<file path="src/rtl/alu_pkg.sv">
// Shared opcode and FSM state encodings for the sequential ALU and its divider.
package alu_pkg;

    typedef enum logic [2:0] {
        OP_ADD = 3'b000,
        OP_SUB = 3'b001,
        OP_MUL = 3'b010,
        OP_DIV = 3'b011,
        OP_AND = 3'b100,
        OP_OR  = 3'b101,
        OP_XOR = 3'b110,
        OP_SHL = 3'b111
    } alu_op_e;

    typedef enum logic [2:0] {
        IDLE,
        EXEC,
        MUL,
        DIV,
        FIX,
        DONE
    } alu_state_e;

endpackage

</file>
<file path="src/rtl/alu_seq_param_if.sv">
// Request/response bundle between the operand stage (master) and the ALU (slave).
interface alu_seq_param_if #(
    parameter int W = 8
);
    logic           start;
    logic [2:0]     op;
    logic [W-1:0]   in_a;
    logic [W-1:0]   in_b;
    logic           busy;
    logic           done;
    logic [2*W-1:0] result;
    logic           err;

    modport master (
        output start, op, in_a, in_b,
        input  busy, done, result, err
    );

    modport slave (
        input  start, op, in_a, in_b,
        output busy, done, result, err
    );
endinterface

</file>
<file path="src/rtl/alu_div_unit.sv">
// Restoring divider datapath on operand magnitudes; one quotient bit per step,
// signs applied combinationally while the fix strobe is high.
module alu_div_unit #(
    parameter int W = 8
) (
    input  logic           clk,
    input  logic           reset,
    input  logic           i_load,
    input  logic           i_step,
    input  logic           i_fix,
    input  logic [W-1:0]   i_a,
    input  logic [W-1:0]   i_b,
    output logic [2*W-1:0] o_result
);

    logic [W-1:0] r_quo;
    logic [W-1:0] r_rem;
    logic [W-1:0] r_div;
    logic         r_neg_q;
    logic         r_neg_r;

    logic [W:0]   w_shift;
    logic [W:0]   w_diff;
    logic         w_fits;
    logic [W-1:0] w_quo_fixed;
    logic [W-1:0] w_rem_fixed;

    // Remainder stays below the divisor magnitude (<= 2^(W-1)), so W+1 bits hold the shifted value.
    assign w_shift     = {r_rem, r_quo[W-1]};
    assign w_diff      = w_shift - {1'b0, r_div};
    assign w_fits      = ~w_diff[W];
    assign w_quo_fixed = r_neg_q ? -r_quo : r_quo;
    assign w_rem_fixed = r_neg_r ? -r_rem : r_rem;
    assign o_result    = i_fix ? {w_rem_fixed, w_quo_fixed} : '0;

    // NOTE: sequential state uses non-blocking assignments so every register samples pre-edge values.
    always_ff @(posedge clk) begin
        if (reset) begin
            r_quo   <= '0;
            r_rem   <= '0;
            r_div   <= '0;
            r_neg_q <= 1'b0;
            r_neg_r <= 1'b0;
        end else if (i_load) begin
            r_quo   <= i_a[W-1] ? -i_a : i_a;
            r_rem   <= '0;
            r_div   <= i_b[W-1] ? -i_b : i_b;
            r_neg_q <= i_a[W-1] ^ i_b[W-1];
            r_neg_r <= i_a[W-1];
        end else if (i_step) begin
            r_rem <= w_fits ? w_diff[W-1:0] : w_shift[W-1:0];
            r_quo <= {r_quo[W-2:0], w_fits};
        end
    end

endmodule

</file>
<file path="src/rtl/alu_seq_param.sv">
// W-bit signed sequential ALU: single-cycle ADD/SUB/logic, shift-add MUL, restoring DIV.
// Define ALU_SHIFT_EN to make op 111 a logical left shift; otherwise it is flagged illegal.
module alu_seq_param
    import alu_pkg::*;
#(
    parameter  int W     = 8,
    localparam int CNT_W = $clog2(W) + 1
) (
    input  logic          clk,
    input  logic          reset,
    alu_seq_param_if.slave bus
);

    localparam int SH_W = $clog2(W);

    alu_state_e     r_state;
    alu_state_e     w_state_nxt;
    logic [CNT_W-1:0] r_cnt;
    alu_op_e        r_op;
    logic [W-1:0]   r_a;
    logic [W-1:0]   r_b;
    logic [2*W-1:0] r_acc;
    logic [2*W-1:0] r_mcand;
    logic [W-1:0]   r_mplier;
    logic           r_neg;
    logic [2*W-1:0] r_result;
    logic           r_err;

    logic           w_accept;
    logic           w_last;
    logic           w_div_load;
    logic           w_div_step;
    logic           w_div_fix;
    logic [2*W-1:0] w_ext_a;
    logic [2*W-1:0] w_ext_b;
    logic [2*W-1:0] w_exec_result;
    logic           w_exec_err;
    logic [2*W-1:0] w_mul_sum;
    logic [2*W-1:0] w_mul_final;
    logic [2*W-1:0] w_div_result;

    assign w_accept = (r_state == IDLE) && bus.start;
    assign w_last   = (r_cnt == CNT_W'(W));
    assign w_ext_a  = {{W{r_a[W-1]}}, r_a};
    assign w_ext_b  = {{W{r_b[W-1]}}, r_b};

    assign w_mul_sum   = r_acc + (r_mplier[0] ? r_mcand : '0);
    assign w_mul_final = r_neg ? -w_mul_sum : w_mul_sum;

    assign bus.busy   = (r_state != IDLE);
    assign bus.done   = (r_state == DONE);
    assign bus.result = r_result;
    assign bus.err    = r_err;

    // NOTE: every always_comb output gets a default first so no path can infer a latch.
    always_comb begin
        w_state_nxt = r_state;
        w_div_load  = 1'b0;
        w_div_step  = 1'b0;
        w_div_fix   = 1'b0;
        case (r_state)
            IDLE: begin
                if (bus.start) begin
                    case (alu_op_e'(bus.op))
                        OP_MUL:  w_state_nxt = MUL;
                        OP_DIV:  w_state_nxt = (bus.in_b == '0) ? EXEC : DIV;
                        default: w_state_nxt = EXEC;
                    endcase
                end
            end
            EXEC: w_state_nxt = DONE;
            MUL:  if (w_last) w_state_nxt = DONE;
            DIV: begin
                w_div_load = (r_cnt == '0);
                w_div_step = (r_cnt != '0);
                if (w_last) w_state_nxt = FIX;
            end
            FIX: begin
                w_div_fix   = 1'b1;
                w_state_nxt = DONE;
            end
            DONE:    w_state_nxt = IDLE;
            default: w_state_nxt = IDLE;
        endcase
    end

    // Divide-by-zero and illegal ops share the single-cycle EXEC path.
    always_comb begin
        w_exec_result = '0;
        w_exec_err    = 1'b0;
        case (r_op)
            OP_ADD: w_exec_result = w_ext_a + w_ext_b;
            OP_SUB: w_exec_result = w_ext_a - w_ext_b;
            OP_AND: w_exec_result = {{W{1'b0}}, r_a & r_b};
            OP_OR:  w_exec_result = {{W{1'b0}}, r_a | r_b};
            OP_XOR: w_exec_result = {{W{1'b0}}, r_a ^ r_b};
            OP_DIV: begin
                w_exec_result = {r_a, {W{1'b1}}};
                w_exec_err    = 1'b1;
            end
            OP_SHL: begin
`ifdef ALU_SHIFT_EN
                w_exec_result = {{W{1'b0}}, r_a} << r_b[SH_W-1:0];
`else
                w_exec_err    = 1'b1;
`endif
            end
            default: ;
        endcase
    end

    alu_div_unit #(.W(W)) u_div (
        .clk      (clk),
        .reset    (reset),
        .i_load   (w_div_load),
        .i_step   (w_div_step),
        .i_fix    (w_div_fix),
        .i_a      (r_a),
        .i_b      (r_b),
        .o_result (w_div_result)
    );

    always_ff @(posedge clk) begin
        if (reset) begin
            r_state  <= IDLE;
            r_cnt    <= '0;
            r_op     <= OP_ADD;
            r_a      <= '0;
            r_b      <= '0;
            r_acc    <= '0;
            r_mcand  <= '0;
            r_mplier <= '0;
            r_neg    <= 1'b0;
            r_result <= '0;
            r_err    <= 1'b0;
        end else begin
            r_state <= w_state_nxt;
            if (w_accept) begin
                r_op <= alu_op_e'(bus.op);
                r_a  <= bus.in_a;
                r_b  <= bus.in_b;
            end
            r_cnt <= ((r_state == MUL || r_state == DIV) && !w_last) ? r_cnt + CNT_W'(1) : '0;
            case (r_state)
                EXEC: begin
                    r_result <= w_exec_result;
                    r_err    <= w_exec_err;
                end
                // Counter 0 loads magnitudes; counts 1..W are the W shift-add steps.
                MUL: begin
                    if (r_cnt == '0) begin
                        r_acc    <= '0;
                        r_mcand  <= {{W{1'b0}}, (r_a[W-1] ? -r_a : r_a)};
                        r_mplier <= r_b[W-1] ? -r_b : r_b;
                        r_neg    <= r_a[W-1] ^ r_b[W-1];
                    end else begin
                        r_acc    <= w_mul_sum;
                        r_mcand  <= r_mcand << 1;
                        r_mplier <= r_mplier >> 1;
                    end
                    if (w_last) begin
                        r_result <= w_mul_final;
                        r_err    <= 1'b0;
                    end
                end
                FIX: begin
                    r_result <= w_div_result;
                    r_err    <= 1'b0;
                end
                default: ;
            endcase
        end
    end

endmodule

</file>
<file path="src/flat_wrapper.sv">
// flat-port wrapper written by rule: the top's interface ports become plain ports
module alu_seq_param_flat import alu_pkg::*;
#(
    parameter  int W     = 8,
    localparam int CNT_W = $clog2(W) + 1
)
  (clk, reset, bus_start, bus_op, bus_in_a, bus_in_b, bus_busy, bus_done, bus_result, bus_err);
  alu_seq_param_if #(.W(W)) bus_i ();
  input  logic clk;
  input  logic reset;
  input wire logic [$bits(bus_i.start)-1:0] bus_start;
  input wire logic [$bits(bus_i.op)-1:0] bus_op;
  input wire logic [$bits(bus_i.in_a)-1:0] bus_in_a;
  input wire logic [$bits(bus_i.in_b)-1:0] bus_in_b;
  output wire logic [$bits(bus_i.busy)-1:0] bus_busy;
  output wire logic [$bits(bus_i.done)-1:0] bus_done;
  output wire logic [$bits(bus_i.result)-1:0] bus_result;
  output wire logic [$bits(bus_i.err)-1:0] bus_err;
  assign bus_i.start = bus_start;
  assign bus_i.op = bus_op;
  assign bus_i.in_a = bus_in_a;
  assign bus_i.in_b = bus_in_b;
  assign bus_busy = bus_i.busy;
  assign bus_done = bus_i.done;
  assign bus_result = bus_i.result;
  assign bus_err = bus_i.err;
  alu_seq_param #(.W(W)) u_core (.clk(clk), .reset(reset), .bus(bus_i));
endmodule
</file>
<file path="config.mk">
export PLATFORM = sky130hd
export DESIGN_NAME = alu_seq_param_flat
export DESIGN_NICKNAME = d
export VERILOG_FILES = /design/src/rtl/alu_pkg.sv /design/src/rtl/alu_seq_param_if.sv /design/src/rtl/alu_div_unit.sv /design/src/rtl/alu_seq_param.sv /design/src/flat_wrapper.sv
export SDC_FILE = /design/constraint.sdc
export NUM_CORES = 1
export LEC_CHECK = 0
export BUFFER_PORTS_ARGS = -buffer_cell sky130_fd_sc_hd__buf_2
export CORE_AREA = 3 3 116 118
export CTS_CLUSTER_SIZE = 8
export DETAILED_ROUTE_END_ITERATION = 8
export DIE_AREA = 0 0 119 121
export GPL_TIMING_DRIVEN = 0
export PLACE_DENSITY = 0.78
export SYNTH_ARGS = -nofsm -noshare
export SYNTH_HDL_FRONTEND = slang
export SYNTH_SLANG_ARGS = --single-unit
</file>
<file path="constraint.sdc">
create_clock -name clk -period 4 [get_ports clk]
set_input_delay 0.8 -clock clk [delete_from_list [all_inputs] [get_ports clk]]
set_output_delay 0.8 -clock clk [all_outputs]
set_load 0.05 [all_outputs]
</file>
==> impl_results.md, run 1 <==
* Status: complete, no violations
* DIE HEIGHT at 121 um
* First-pass GRT wire length at 34,400 um
* GR Layer Usage met3 at 5.83%
* Met2 Use GR at 44.9%
* WS Path Type: register to register
* Hold path startpoint: u_core.u_div.r_div[2]$_SDFFE_PP0P_
* Worst Slack Setup Final at 223 ps
* FF-to-FF path depth at 12
* # resized after CTS at 0
* Ys async rst share at 0%
* Reg-to-Reg Start: u_core.r_mplier[0]$_SDFFE_PP0P_
* Setup violations, final at 0
* # Max-Cap Violations at 0
* Post-synth EDFFs at 0
* Routed vias/inst at 6.08
* Die ar. at 0.0144 mm^2
* Crit end category: register
* Critical Path Max Stage Delay at 560 ps
* Hold depth at 2
* Worst R2R Setup Slack at 220 ps
* Port Buf Inserts at 40
* Share of layout cells above drive strength 1 at 7.16%
* Core ar. at 0.0126 mm^2
* Drt drc at 0
* Register area at 0.00220 mm^2
* Worst Skew at 9.76 ps
* Final hold vios at 0
* Initial antenna violation count at 0
* Fmax achieved at 265 MHz
* Synth-to-layout area growth at 9.17%
* Setup Fix Bufs, Post-CTS at 0
* Total CTS buffers at 9
* Seq pwr share at 42.1%
* Logic pwr share at 28.6%
* Post-Route Hold Slack at 458 ps
* FF-to-FF End: u_core.bus.result[12]$_SDFFE_PP0P_
* Post-Syn Instances at 979
* Multi-input combinational cell area at 0.00491 mm^2
* RSZ-0062 raised after global routing: false
* Final Net Count at 1,109
* Vias in the first global route at 6,781
* Initial core utilization at 59.6%
* Die width at 119 um
* Req. time, crit path at 4270 ps
* Hold Path End: u_core.u_div.r_div[2]$_SDFFE_PP0P_
* DP Area at 0.00791 mm^2
* All-Layer GR Usage at 29.6%
* Power Density at 355 mW/mm^2
* Max-slew violation count at 0
* Vias at 7,322
* Maximum VDD drop at 0.274 mV
* Slew HR at 29.2%
* Cell chain of the critical path: and2_1 -> ha_1 -> fa_1 -> a21oi_1 -> o22ai_1 -> nor2_1 -> xnor2_1 -> or3_4 -> or4_4 -> or4_1 -> o31a_1 -> a311oi_2
* Switching share of power at 35.8%
* Syn Area/Cell at 7.66 um^2
* Crit-path slowest cell: or4_4
* Hpwl dp at 16,400 um
* CTS sink cnt at 110
* Gr ovfl total at 0
* Switching Power at 1.04 mW
* Grt peak-use layer: met2
* Met1 usage at 42.2%
* Worst Tran Pin Value at 1060 ps
* Number of synthesis warnings at 0
* CTS H-tree depth at 3
* P_int at 1.86 mW
* Flop and latch count out of synthesis at 110
* Crit Path Max Fanout at 17
* Aggregate routed wire length at 21,200 um
* DRT iter0 DRCs at 847
* Library cells used by synthesis at 69
* Largest net degree at the start of global routing at 18
* Place WS at -0.574 ps
* Clock slew at reported path FFs at 70 ps
* Ratio of final minimum period to clock period at 94.4%
* # rows at 41
* Clk pwr share at 29.3%
* Top Family by Delay on Critical Path: simple AND/OR/NAND/NOR gates
* Clk Tree Root Cell: clkbuf_16
* # IOs at 41
* Post-synthesis sequential area ratio at 29.4%
* Main flop type after synthesis: dfxtp_1
* WP data arrival at 4050 ps
* TritonCTS clock tree: yes
* Clk_lat worst skew at 350 ps
* Final GP Congestion at 1.05
* Pre-antenna DRT Iters at 6
* Startpoint types: register
* Leak at 3.20 nW
* CP Buf/Inv Count at 0
* Fillcell total at 1,171
* Post-route ant nets at 0
* Diodes inserted at 0
* Longest Clk Path Bufs at 2
* Crit path time final at 3780 ps
* Post-Layout Inst Area at 0.00818 mm^2
* Cell area after synthesis at 0.00749 mm^2
* Post-Synthesis Net Count at 1,059
* Hold buffers post-CTS at 0
* DR WL/cell at 17.6 um
* Min-delay worst type: register to register
## metal layers
layer  wire length (um)  up-vias
li1                   -     3563
met1               9590     3405
met2               9050      312
met3               1990       42
met4                541        0
met5                  0        -
## Yosys cell counts (all sizes together) (8+ instances only)
master | number | area (um^2)
a211oi | 18 | 135
a21o | 11 | 82.6
a21oi | 95 | 479
a221oi | 8 | 70.1
a22oi | 24 | 180
and2 | 21 | 131
buf | 8 | 33.8
clkbuf | 51 | 193
dfxtp | 110 | 2200
ha | 54 | 676
inv | 43 | 161
mux2i | 18 | 180
nand2 | 90 | 340
nand2b | 14 | 87.6
nand3 | 25 | 125
nor2 | 119 | 447
nor2b | 9 | 56.3
nor3 | 34 | 170
o21ai | 55 | 275
o31ai | 12 | 90.1
xnor2 | 42 | 368
xor2 | 15 | 131
## layout by cell type (no fill, tap or decap), types with 12 or more instances in the layout
cell,netlist,layout
a21oi_1,94,94
xnor2_1,42,42
nand3_1,25,25
o31ai_1,12,12
a22oi_1,24,24
ha_1,54,54
nand2b_1,14,14
o21ai_0,54,54
and2_1,21,21
mux2i_1,18,18
inv_1,43,43
nor2_1,119,119
xor2_1,15,15
nand2_1,89,89
nor3_1,34,34
dfxtp_1,110,109
a211oi_1,18,17
clkbuf_1,50,52
buf_2,3,43
## worst max-delay path by stage
stage | to | cells after the start | startpoint | slack, ps
after floorplan | u_core.bus.result[12]$_SDFFE_PP0P_ | 13 | u_core.r_mplier[0]$_SDFFE_PP0P_ | 470
after CTS | u_core.bus.result[12]$_SDFFE_PP0P_ | 12 | u_core.r_mplier[0]$_SDFFE_PP0P_ | 130
after global placement | u_core.bus.result[12]$_SDFFE_PP0P_ | 13 | u_core.r_mplier[0]$_SDFFE_PP0P_ | 40
final | u_core.bus.result[12]$_SDFFE_PP0P_ | 12 | u_core.r_mplier[0]$_SDFFE_PP0P_ | 220
after detailed placement | u_core.bus.result[12]$_SDFFE_PP0P_ | 13 | u_core.r_mplier[0]$_SDFFE_PP0P_ | -0.6
after global routing | u_core.bus.result[12]$_SDFFE_PP0P_ | 12 | u_core.r_mplier[0]$_SDFFE_PP0P_ | 50
## metrics by stage
step | util [%] | instances | power [mW] | TNS [ps]
3_5_place_dp | 62.9 | 1191 | 2.06 | -0.574
4_1_cts | 65.0 | 1205 | 2.89 | 0
3_3_place_gp | 62.9 | 1191 | 2.05 | 0
6_report | 65.1 | 1205 | 2.91 | 0
2_1_floorplan | - | 979 | 1.82 | 0
5_1_grt | 65.1 | 1205 | 3.02 | 0
## layout make-up
| class | instances | share of cell area, % |
|---|---|---|
| timing repair buffer | 40 | 2.45 |
| sequential | 110 | 26.9 |
| multi-input combinational | 766 | 60.0 |
| clock inverter | 1 | 0.0612 |
| inverter | 44 | 2.02 |
| buffer | 58 | 2.72 |
| clock buffer | 14 | 3.23 |
| tap | 172 | 2.63 |
## worst reg2reg max path: stages (launching register included)
cell	delay (ps)
dfxtp_2	410
and2_1	200
ha_1	210
fa_1	410
a21oi_1	240
o22ai_1	170
nor2_1	140
xnor2_1	160
or3_4	390
or4_4	560
or4_1	490
o31a_1	130
a311oi_2	190
## registers in the layout, summed over array words and instances, names as in the netlist, 4 cells and up
| name | cells |
|---|---|
| u_core.r_b | 8 |
| u_core.bus.result | 16 |
| u_core.u_div.r_quo | 8 |
| u_core.u_div.r_rem | 8 |
| u_core.r_acc | 16 |
| u_core.r_mplier | 8 |
| u_core.r_mcand | 16 |
| u_core.u_div.r_div | 8 |
| u_core.r_a | 8 |
| u_core.r_cnt | 4 |
## power by group through the flow
stage | Combinational (mW) | Sequential, mW | Clock, mW
4_1_cts | 0.813 | 1.22 | 0.854
2_1_floorplan | 0.467 | 1.35 | 0
3_5_place_dp | 0.810 | 1.25 | 0
5_1_grt | 0.898 | 1.23 | 0.894
3_3_place_gp | 0.803 | 1.25 | 0
6_report | 0.830 | 1.22 | 0.852
## cells by family after synthesis
group | count (synthesis) | synth area share (%)
AO/OA/AOI/OAI | 275 | 23.4
buffers and inverters | 103 | 5.23
adder cells (fa/ha/maj) | 58 | 10.1
AND/OR/NAND/NOR | 355 | 22.4
multiplexers | 21 | 2.85
XOR/XNOR | 57 | 6.66
flip-flops | 110 | 29.4
No activity file was read; power rests on OpenSTA's default activity.
==> run 2, diff against run 1 <==
- PLACE_DENSITY: 0.78 -> unset
- PLACE_DENSITY_LB_ADDON: unset -> 0.08
==> run 2 against run 1 <==
Against the previous run: combinational power barely moved; non-clock buffer count stayed put; sequential power about the same; setup slack improved by 34 ps; core utilization increased by 0.41 points; clock skew down 0.81 ps; hold slack worse by 5.0 ps; global-route usage up 1.2 points; die area did not move; cell count hardly changed.
==> impl_results.md, run 2 (synthesized netlist as in run 1, its figures left out) <==
* Status: complete, no violations (unchanged)
* Clk Tree Root Cell: clkbuf_16 (unchanged)
* Post-route ant nets at 0 (unchanged)
* Drt drc at 0 (unchanged)
* CTS sink cnt at 110 (unchanged)
* CTS H-tree depth at 3 (unchanged)
* Dpl cells at 1,191 (unchanged)
* Die ar. at 0.0144 mm^2 (unchanged)
* Setup violations, final at 0 (unchanged)
* Crit-path slowest cell: or4_4 (unchanged)
* Worst R2R Setup Slack at 260 ps (was 220 ps)
* Slew HR at 29.1% (was 29.2%)
* Startpoint types: register (unchanged)
* DRT iter0 DRCs at 848 (was 847)
* RSZ-0062 raised after global routing: false (unchanged)
* # Max-Cap Violations at 0 (unchanged)
* Initial antenna violation count at 0 (unchanged)
* Critical Path Max Stage Delay at 560 ps (about the same)
* WP data arrival at 4010 ps (was 4050 ps)
* First-pass GRT wire length at 35,400 um (was 34,400 um)
* WS Path Type: register to register (unchanged)
* Longest Clk Path Bufs at 2 (unchanged)
* Crit end category: register (unchanged)
* Share of layout cells above drive strength 1 at 7.45% (was 7.16%)
* Max-slew violation count at 0 (unchanged)
* Diodes inserted at 0 (unchanged)
* Aggregate routed wire length at 21,800 um (was 21,200 um)
* DIE HEIGHT at 121 um (unchanged)
* Worst Skew at 8.94 ps (was 9.76 ps)
* Min-delay worst type: register to register (unchanged)
* Vias in the first global route at 6,785 (was 6,781)
* Crit Path Max Fanout at 17 (unchanged)
* Clock slew at reported path FFs at 80 ps (was 70 ps)
* Non-Filler Instances at 1,206 (was 1,205)
* Die width at 119 um (unchanged)
* Final hold vios at 0 (unchanged)
* Final GP Congestion at 0.990 (was 1.05)
* Maximum VDD drop at 0.270 mV (was 0.274 mV)
* Pre-antenna DRT Iters at 6 (unchanged)
* Req. time, crit path at 4270 ps (about the same)
* Setup Fix Bufs, Post-CTS at 0 (unchanged)
* # IOs at 41 (unchanged)
* # rows at 41 (unchanged)
* TritonCTS clock tree: yes (unchanged)
* Final Net Count at 1,109 (unchanged)
* Clk_lat worst skew at 360 ps (was 350 ps)
* Total CTS buffers at 9 (unchanged)
* Core ar. at 0.0126 mm^2 (unchanged)
* Leak at 3.22 nW (was 3.20 nW)
* Ratio of final minimum period to clock period at 93.6% (was 94.4%)
* Vias at 7,356 (was 7,322)
* Hpwl dp at 16,700 um (was 16,400 um)
* CP Buf/Inv Count at 0 (unchanged)
* Largest net degree at the start of global routing at 19 (was 18)
* Hold buffers post-CTS at 0 (unchanged)
* Top Family by Delay on Critical Path: simple AND/OR/NAND/NOR gates (unchanged)
* Gr ovfl total at 0 (unchanged)
* Fmax achieved at 267 MHz (was 265 MHz)
* Commonest cells after routing, fill and taps aside: 119 x nor2_1, 109 x dfxtp_1, 93 x a21oi_1, 89 x nand2_1 (was 119 x nor2_1, 109 x dfxtp_1, 94 x a21oi_1, 89 x nand2_1)
* DR WL/cell at 18.0 um (was 17.6 um)
* Cell chain of the critical path: and2_1 -> ha_1 -> fa_1 -> a21oi_2 -> o22ai_1 -> nor2_1 -> xnor2_1 -> or3_4 -> or4_4 -> or4_1 -> o31a_1 -> a311oi_2 (was and2_1 -> ha_1 -> fa_1 -> a21oi_1 -> o22ai_1 -> nor2_1 -> xnor2_1 -> or3_4 -> or4_4 -> or4_1 -> o31a_1 -> a311oi_2)
* Fillcell total at 1,202 (was 1,171)
* Post-Route Hold Slack at 453 ps (was 458 ps)
* Initial core utilization at 59.6% (unchanged)
* Power Density at 369 mW/mm^2 (was 355 mW/mm^2)
* Synth-to-layout area growth at 9.85% (was 9.17%)
* All-Layer GR Usage at 30.8% (was 29.6%)
* Port Buf Inserts at 40 (unchanged)
* Routed vias/inst at 6.10 (was 6.08)
* Crit path time final at 3740 ps (was 3780 ps)
* Most common cell after layout, fill and taps aside: nor2_1 (unchanged)
* Worst Tran Pin Value at 1050 ps (was 1060 ps)
run 2: cell types whose count changed in the layout (fill, tap and decap cells not counted), sizes merged:
| cell | previous run | this run |
|---|---|---|
| bufinv | 0 | 2 |
| clkbuf | 64 | 60 |
| clkinv | 2 | 1 |
| clkinvlp | 0 | 2 |
| inv | 43 | 45 |
run 2: metrics by stage:
| stage | power [mW] | util, % | setup slack, ps | setup TNS, ps | area, um^2 |
|---|---|---|---|---|---|
| floorplan | 1.82 | - | 470 | 0 | 7490 |
| global placement | 2.06 | 62.9 | 3.26 | 0 | 7910 |
| detailed placement | 2.06 | 62.9 | -45.9 | -45.9 | 7910 |
| CTS | 3.04 | 65.5 | 50.8 | 0 | 8240 |
| global route | 3.17 | 65.5 | 56.7 | 0 | 8230 |
| finish | 3.04 | 65.5 | 257 | 0 | 8230 |
run 2: path summary, 6_finish.rpt:
path	startpoint	to	depth (start not counted)
hold / removal	u_core.u_div.r_div[2]$_SDFFE_PP0P_	u_core.u_div.r_div[2]$_SDFFE_PP0P_	2
setup / recovery	u_core.r_mplier[0]$_SDFFE_PP0P_	u_core.bus.result[12]$_SDFFE_PP0P_	12
hold reg to reg	u_core.u_div.r_div[2]$_SDFFE_PP0P_	u_core.u_div.r_div[2]$_SDFFE_PP0P_	2
setup reg to reg	u_core.r_mplier[0]$_SDFFE_PP0P_	u_core.bus.result[12]$_SDFFE_PP0P_	12
run 2: area by class of cell:
cell class	instances	area [um^2]	share of cell area [%]
clock inverter	6	92.6	1.12
timing repair buffer	40	200	2.43
buffer	58	223	2.71
clock buffer	10	229	2.78
multi-input combinational	766	4900	59.6
inverter	44	165	2.01
tap	172	215	2.61
sequential	110	2200	26.8
run 2: power by group:
group	internal (mW)	total, mW	switching [mW]
clock	0.554	0.983	0.429
combinational	0.252	0.830	0.578
sequential	1.16	1.23	0.0673
total	1.96	3.04	1.07
run 2: worst register-to-register path, stage by stage, from the launching register on:
cell	delay, ps
dfxtp_2	420
and2_1	200
ha_1	210
fa_1	430
a21oi_2	200
o22ai_1	140
nor2_1	130
xnor2_1	150
or3_4	390
or4_4	560
or4_1	480
o31a_1	150
a311oi_2	200
run 2: metal layers:
metal / up-vias / share of wire [%] / track usage [%]
met5: - / 0 / 0
met4: 0 / 2.5 / 9.78
met3: 42 / 8.5 / 5.92
met2: 329 / 43 / 46.9
met1: 3408 / 46 / 44.0
li1: 3577 / - / -
run 2: timing repair:
action	CTS	global route
resized for setup	2	1
pin swaps	0	0
setup endpoints to repair	1	6
==> run 3, diff against run 2 <==
- CORE_AREA: 3 3 116 118 -> 3 3 121 123
- DIE_AREA: 0 0 119 121 -> 0 0 124 126
- SLEW_MARGIN: unset -> 15
- SYNTH_HIERARCHICAL: unset -> 1
==> run 3 against run 2 <==
Against the previous run: combinational power grew 23%; final area increased by 8.0%; non-clock buffer count stayed put; cell count is 7.5% higher; hold slack better by 5.9 ps.
==> impl_results.md, run 3 <==
* Adder and majority cell fraction of the synthesized area at 9.54% (was 10.1%)
* TNS Setup at 0 ps (unchanged)
* Dpl cells at 1,281 (was 1,191)
* Req. time, crit path at 4280 ps (was 4270 ps)
* Post-Synthesis Net Count at 1,144 (was 1,059)
* Final hold vios at 0 (unchanged)
* # IOs at 41 (unchanged)
* Critical Path Max Stage Delay at 650 ps (was 560 ps)
* Share of layout cells above drive strength 1 at 7.52% (was 7.45%)
* Die width at 124 um (was 119 um)
* DR WL/cell at 17.9 um (was 18.0 um)
* TritonCTS clock tree: yes (unchanged)
* Worst Tran Pin Value at 1010 ps (was 1050 ps)
* # Max-Cap Violations at 0 (unchanged)
* Crit Path Max Fanout at 10 (was 17)
* Drt drc at 0 (unchanged)
* DIE HEIGHT at 126 um (was 121 um)
* Aggregate routed wire length at 23,200 um (was 21,800 um)
* Vias at 7,951 (was 7,356)
* Most common cell after layout, fill and taps aside: nor2_1 (unchanged)
* Largest family of logic cells by synthesized area: compound AO/OA/AOI/OAI gates (unchanged)
* Most common cell in the synthesized netlist: nor2_1 (unchanged)
* Ys async rst share at 0% (unchanged)
* Slew HR at 32.7% (was 29.1%)
* Fillcell total at 1,296 (was 1,202)
* Routed vias/inst at 6.13 (was 6.10)
* Synth top cells by count: 126 x nor2_1, 110 x dfxtp_1, 102 x nand2_1, 76 x a21oi_1, 56 x ha_1 (was 119 x nor2_1, 110 x dfxtp_1, 94 x a21oi_1, 89 x nand2_1)
* Clk_lat worst skew at 360 ps (about the same)
* Clk Tree Root Cell: clkbuf_16 (unchanged)
* Number of synthesis warnings at 6 (was 0)
* Largest net degree at the start of global routing at 18 (was 19)
* Post-synth EDFFs at 0 (unchanged)
* Core ar. at 0.0138 mm^2 (was 0.0126 mm^2)
* Flop and latch count out of synthesis at 110 (unchanged)
* Fmax achieved at 265 MHz (was 267 MHz)
* Post-Syn Instances at 1,062 (was 979)
* Crit-path slowest cell: a222oi_1 (was or4_4)
* Synth Area in Simple Gates at 24.1% (was 22.4%)
* Pre-antenna DRT Iters at 5 (was 6)
* Final GP Congestion at 0.990 (about the same)
* Longest Clk Path Bufs at 2 (unchanged)
* Total CTS buffers at 9 (unchanged)
* Library cells used by synthesis at 80 (was 69)
* RSZ-0062 raised after global routing: false (unchanged)
* WP data arrival at 4060 ps (was 4010 ps)
* Port Buf Inserts at 39 (was 40)
* Worst Slack Setup Final at 221 ps (was 257 ps)
* Crit end category: register (unchanged)
* Synth-to-layout area growth at 8.69% (was 9.85%)
* Worst Skew at 11.5 ps (was 8.94 ps)
* Non-Filler Instances at 1,297 (was 1,206)
* Main flop type after synthesis: dfxtp_1 (unchanged)
* Initial antenna violation count at 0 (unchanged)
* Hpwl dp at 17,700 um (was 16,700 um)
* Crit path time final at 3780 ps (was 3740 ps)
* Commonest cells after routing, fill and taps aside: 126 x nor2_1, 110 x dfxtp_1, 102 x nand2_1, 76 x a21oi_1, 56 x ha_1 (was 119 x nor2_1, 109 x dfxtp_1, 93 x a21oi_1, 89 x nand2_1)
* Place WS at 238 ps (was -45.9 ps)
* CTS H-tree depth at 3 (unchanged)
* DRT iter0 DRCs at 809 (was 848)
* Synth area leader: dfxtp_1 (unchanged)
* CP Buf/Inv Count at 1 (was 0)
* Largest cells by area after synthesis: dfxtp_1 27%, ha_1 8.6%, nor2_1 5.8% (was dfxtp_1 29%, ha_1 9.0%, a21oi_1 6.3%)
* Cell chain of the critical path: clkbuf_1 -> and2_1 -> ha_1 -> a211oi_2 -> o21bai_1 -> a222oi_1 -> nand3b_1 -> or3_1 -> o41ai_2 -> a32oi_1 -> o31ai_1 (was and2_1 -> ha_1 -> fa_1 -> a21oi_2 -> o22ai_1 -> nor2_1 -> xnor2_1 -> or3_4 -> or4_4 -> or4_1 -> o31a_1 -> a311oi_2)
* Compound-Gate Fraction of Synth Area at 24.7% (was 23.4%)
* Power Density at 356 mW/mm^2 (was 369 mW/mm^2)
* Initial core utilization at 59.4% (was 59.6%)
* Cell area after synthesis at 0.00818 mm^2 (was 0.00749 mm^2)
* Die ar. at 0.0156 mm^2 (was 0.0144 mm^2)
* First-pass GRT wire length at 37,300 um (was 35,400 um)
* Post-synth top area share at 26.9% (was 29.4%)
* Post-route ant nets at 0 (unchanged)
* Leak at 3.45 nW (was 3.22 nW)
* WS Path Type: register to register (unchanged)
* Top Family by Delay on Critical Path: compound AO/OA/AOI/OAI gates (was simple AND/OR/NAND/NOR gates)
* Post-synthesis sequential area ratio at 26.9% (was 29.4%)
* All-Layer GR Usage at 30.1% (was 30.8%)
* Max-slew violation count at 0 (unchanged)
* # rows at 43 (was 41)
* Final Net Count at 1,194 (was 1,109)
* Vias in the first global route at 7,382 (was 6,785)
* Diodes inserted at 0 (unchanged)
* Setup violations, final at 0 (unchanged)
* Status: complete, no violations (unchanged)
* Hold buffers post-CTS at 0 (unchanged)
* Min-delay worst type: register to register (unchanged)
* Maximum VDD drop at 0.276 mV (was 0.270 mV)
* CTS sink cnt at 110 (unchanged)
* Synth Area in XOR/XNOR at 6.76% (was 6.66%)
* Mux cell area share after synthesis at 2.83% (was 2.85%)
* Startpoint types: register (unchanged)
* Gr ovfl total at 0 (unchanged)
* Ratio of final minimum period to clock period at 94.5% (was 93.6%)
* Syn Area/Cell at 7.70 um^2 (was 7.66 um^2)
* Clock slew at reported path FFs at 70 ps (was 80 ps)
==> run 3: changes by cell type after synthesis, moves of 9 or more <==
| cell | delta |
|---|---|
| nand2_1 | +13 |
| and2_1 | +12 |
| nor3_1 | -15 |
| o211ai_1 | +12 |
| a21oi_1 | -18 |
| nor2b_1 | +9 |
| a211oi_1 | +21 |
==> run 3: power by group <==
part           total, mW  switching, mW  internal, mW
Sequential          1.28          0.108          1.17
Clock              0.862          0.422         0.441
Combinational       1.02          0.701         0.320
==> run 3: final cells by class <==
type                       instances  area, um^2  area share [%]
buffer                            59         233            2.62
tap                              180         225            2.53
clock buffer                      11         243            2.73
timing repair buffer              39         195            2.20
sequential                       110        2200            24.8
clock inverter                     5        35.0           0.394
multi-input combinational        844        5580            62.7
inverter                          49         184            2.07
==> run 3: timing repair <==
item                                   CTS  global route
endpoints found under the hold margin    0             0
gates resized for setup                  0             1
setup endpoints to repair                0             4
buffers inserted                         0             0
==> run 3: stage by stage <==
step           utilization, %  area (um^2)  total power, mW  hold slack, ps
2_1_floorplan               -         8180             2.02             430
3_3_place_gp             62.5         8600             2.29             447
3_5_place_dp             62.5         8600             2.30             451
4_1_cts                  64.5         8880             3.16             461
5_1_grt                  64.6         8890             3.33             490
6_report                 64.6         8890             3.16             459
==> run 3: final timing paths <==
kind | from | end | cells past startpoint | slack (ps)
worst max-delay path | u_core/r_mplier[0]$_SDFFE_PP0P_ | u_core/bus.result[13]$_SDFFE_PP0P_ | 11 | 220
worst min-delay path | u_core/r_mplier[6]$_SDFFE_PP0P_ | u_core/r_mplier[6]$_SDFFE_PP0P_ | 2 | 460
worst max register to register | u_core/r_mplier[0]$_SDFFE_PP0P_ | u_core/bus.result[13]$_SDFFE_PP0P_ | 11 | 220
worst min register to register | u_core/r_mplier[6]$_SDFFE_PP0P_ | u_core/r_mplier[6]$_SDFFE_PP0P_ | 2 | 460
==> run 3: worst min-delay path, cell delays in order, from the launching register on <==
cell     delay (ps)
dfxtp_1         310
nand2_1          50
a21oi_1          50
==> run 3: kinds of logic (layout without fill, tap and decap cells) <==
kind of cell	Yosys count	count (layout)
mux	23	23
fa+ha+maj	60	60
flops	110	110
xor+xnor	61	61
simple gates	399	399
compound gates	301	301
buf+inv	108	163
==> run 3: per-layer routing <==
layer	track usage [%]	part of all wire (%)	up-vias	wire, um
met4	9.73	2.5	0	569
met5	0	0	-	0
met2	47.2	44	282	10300
met1	43.3	47	3717	10800
met3	3.28	6.6	38	1540
li1	-	-	3914	-
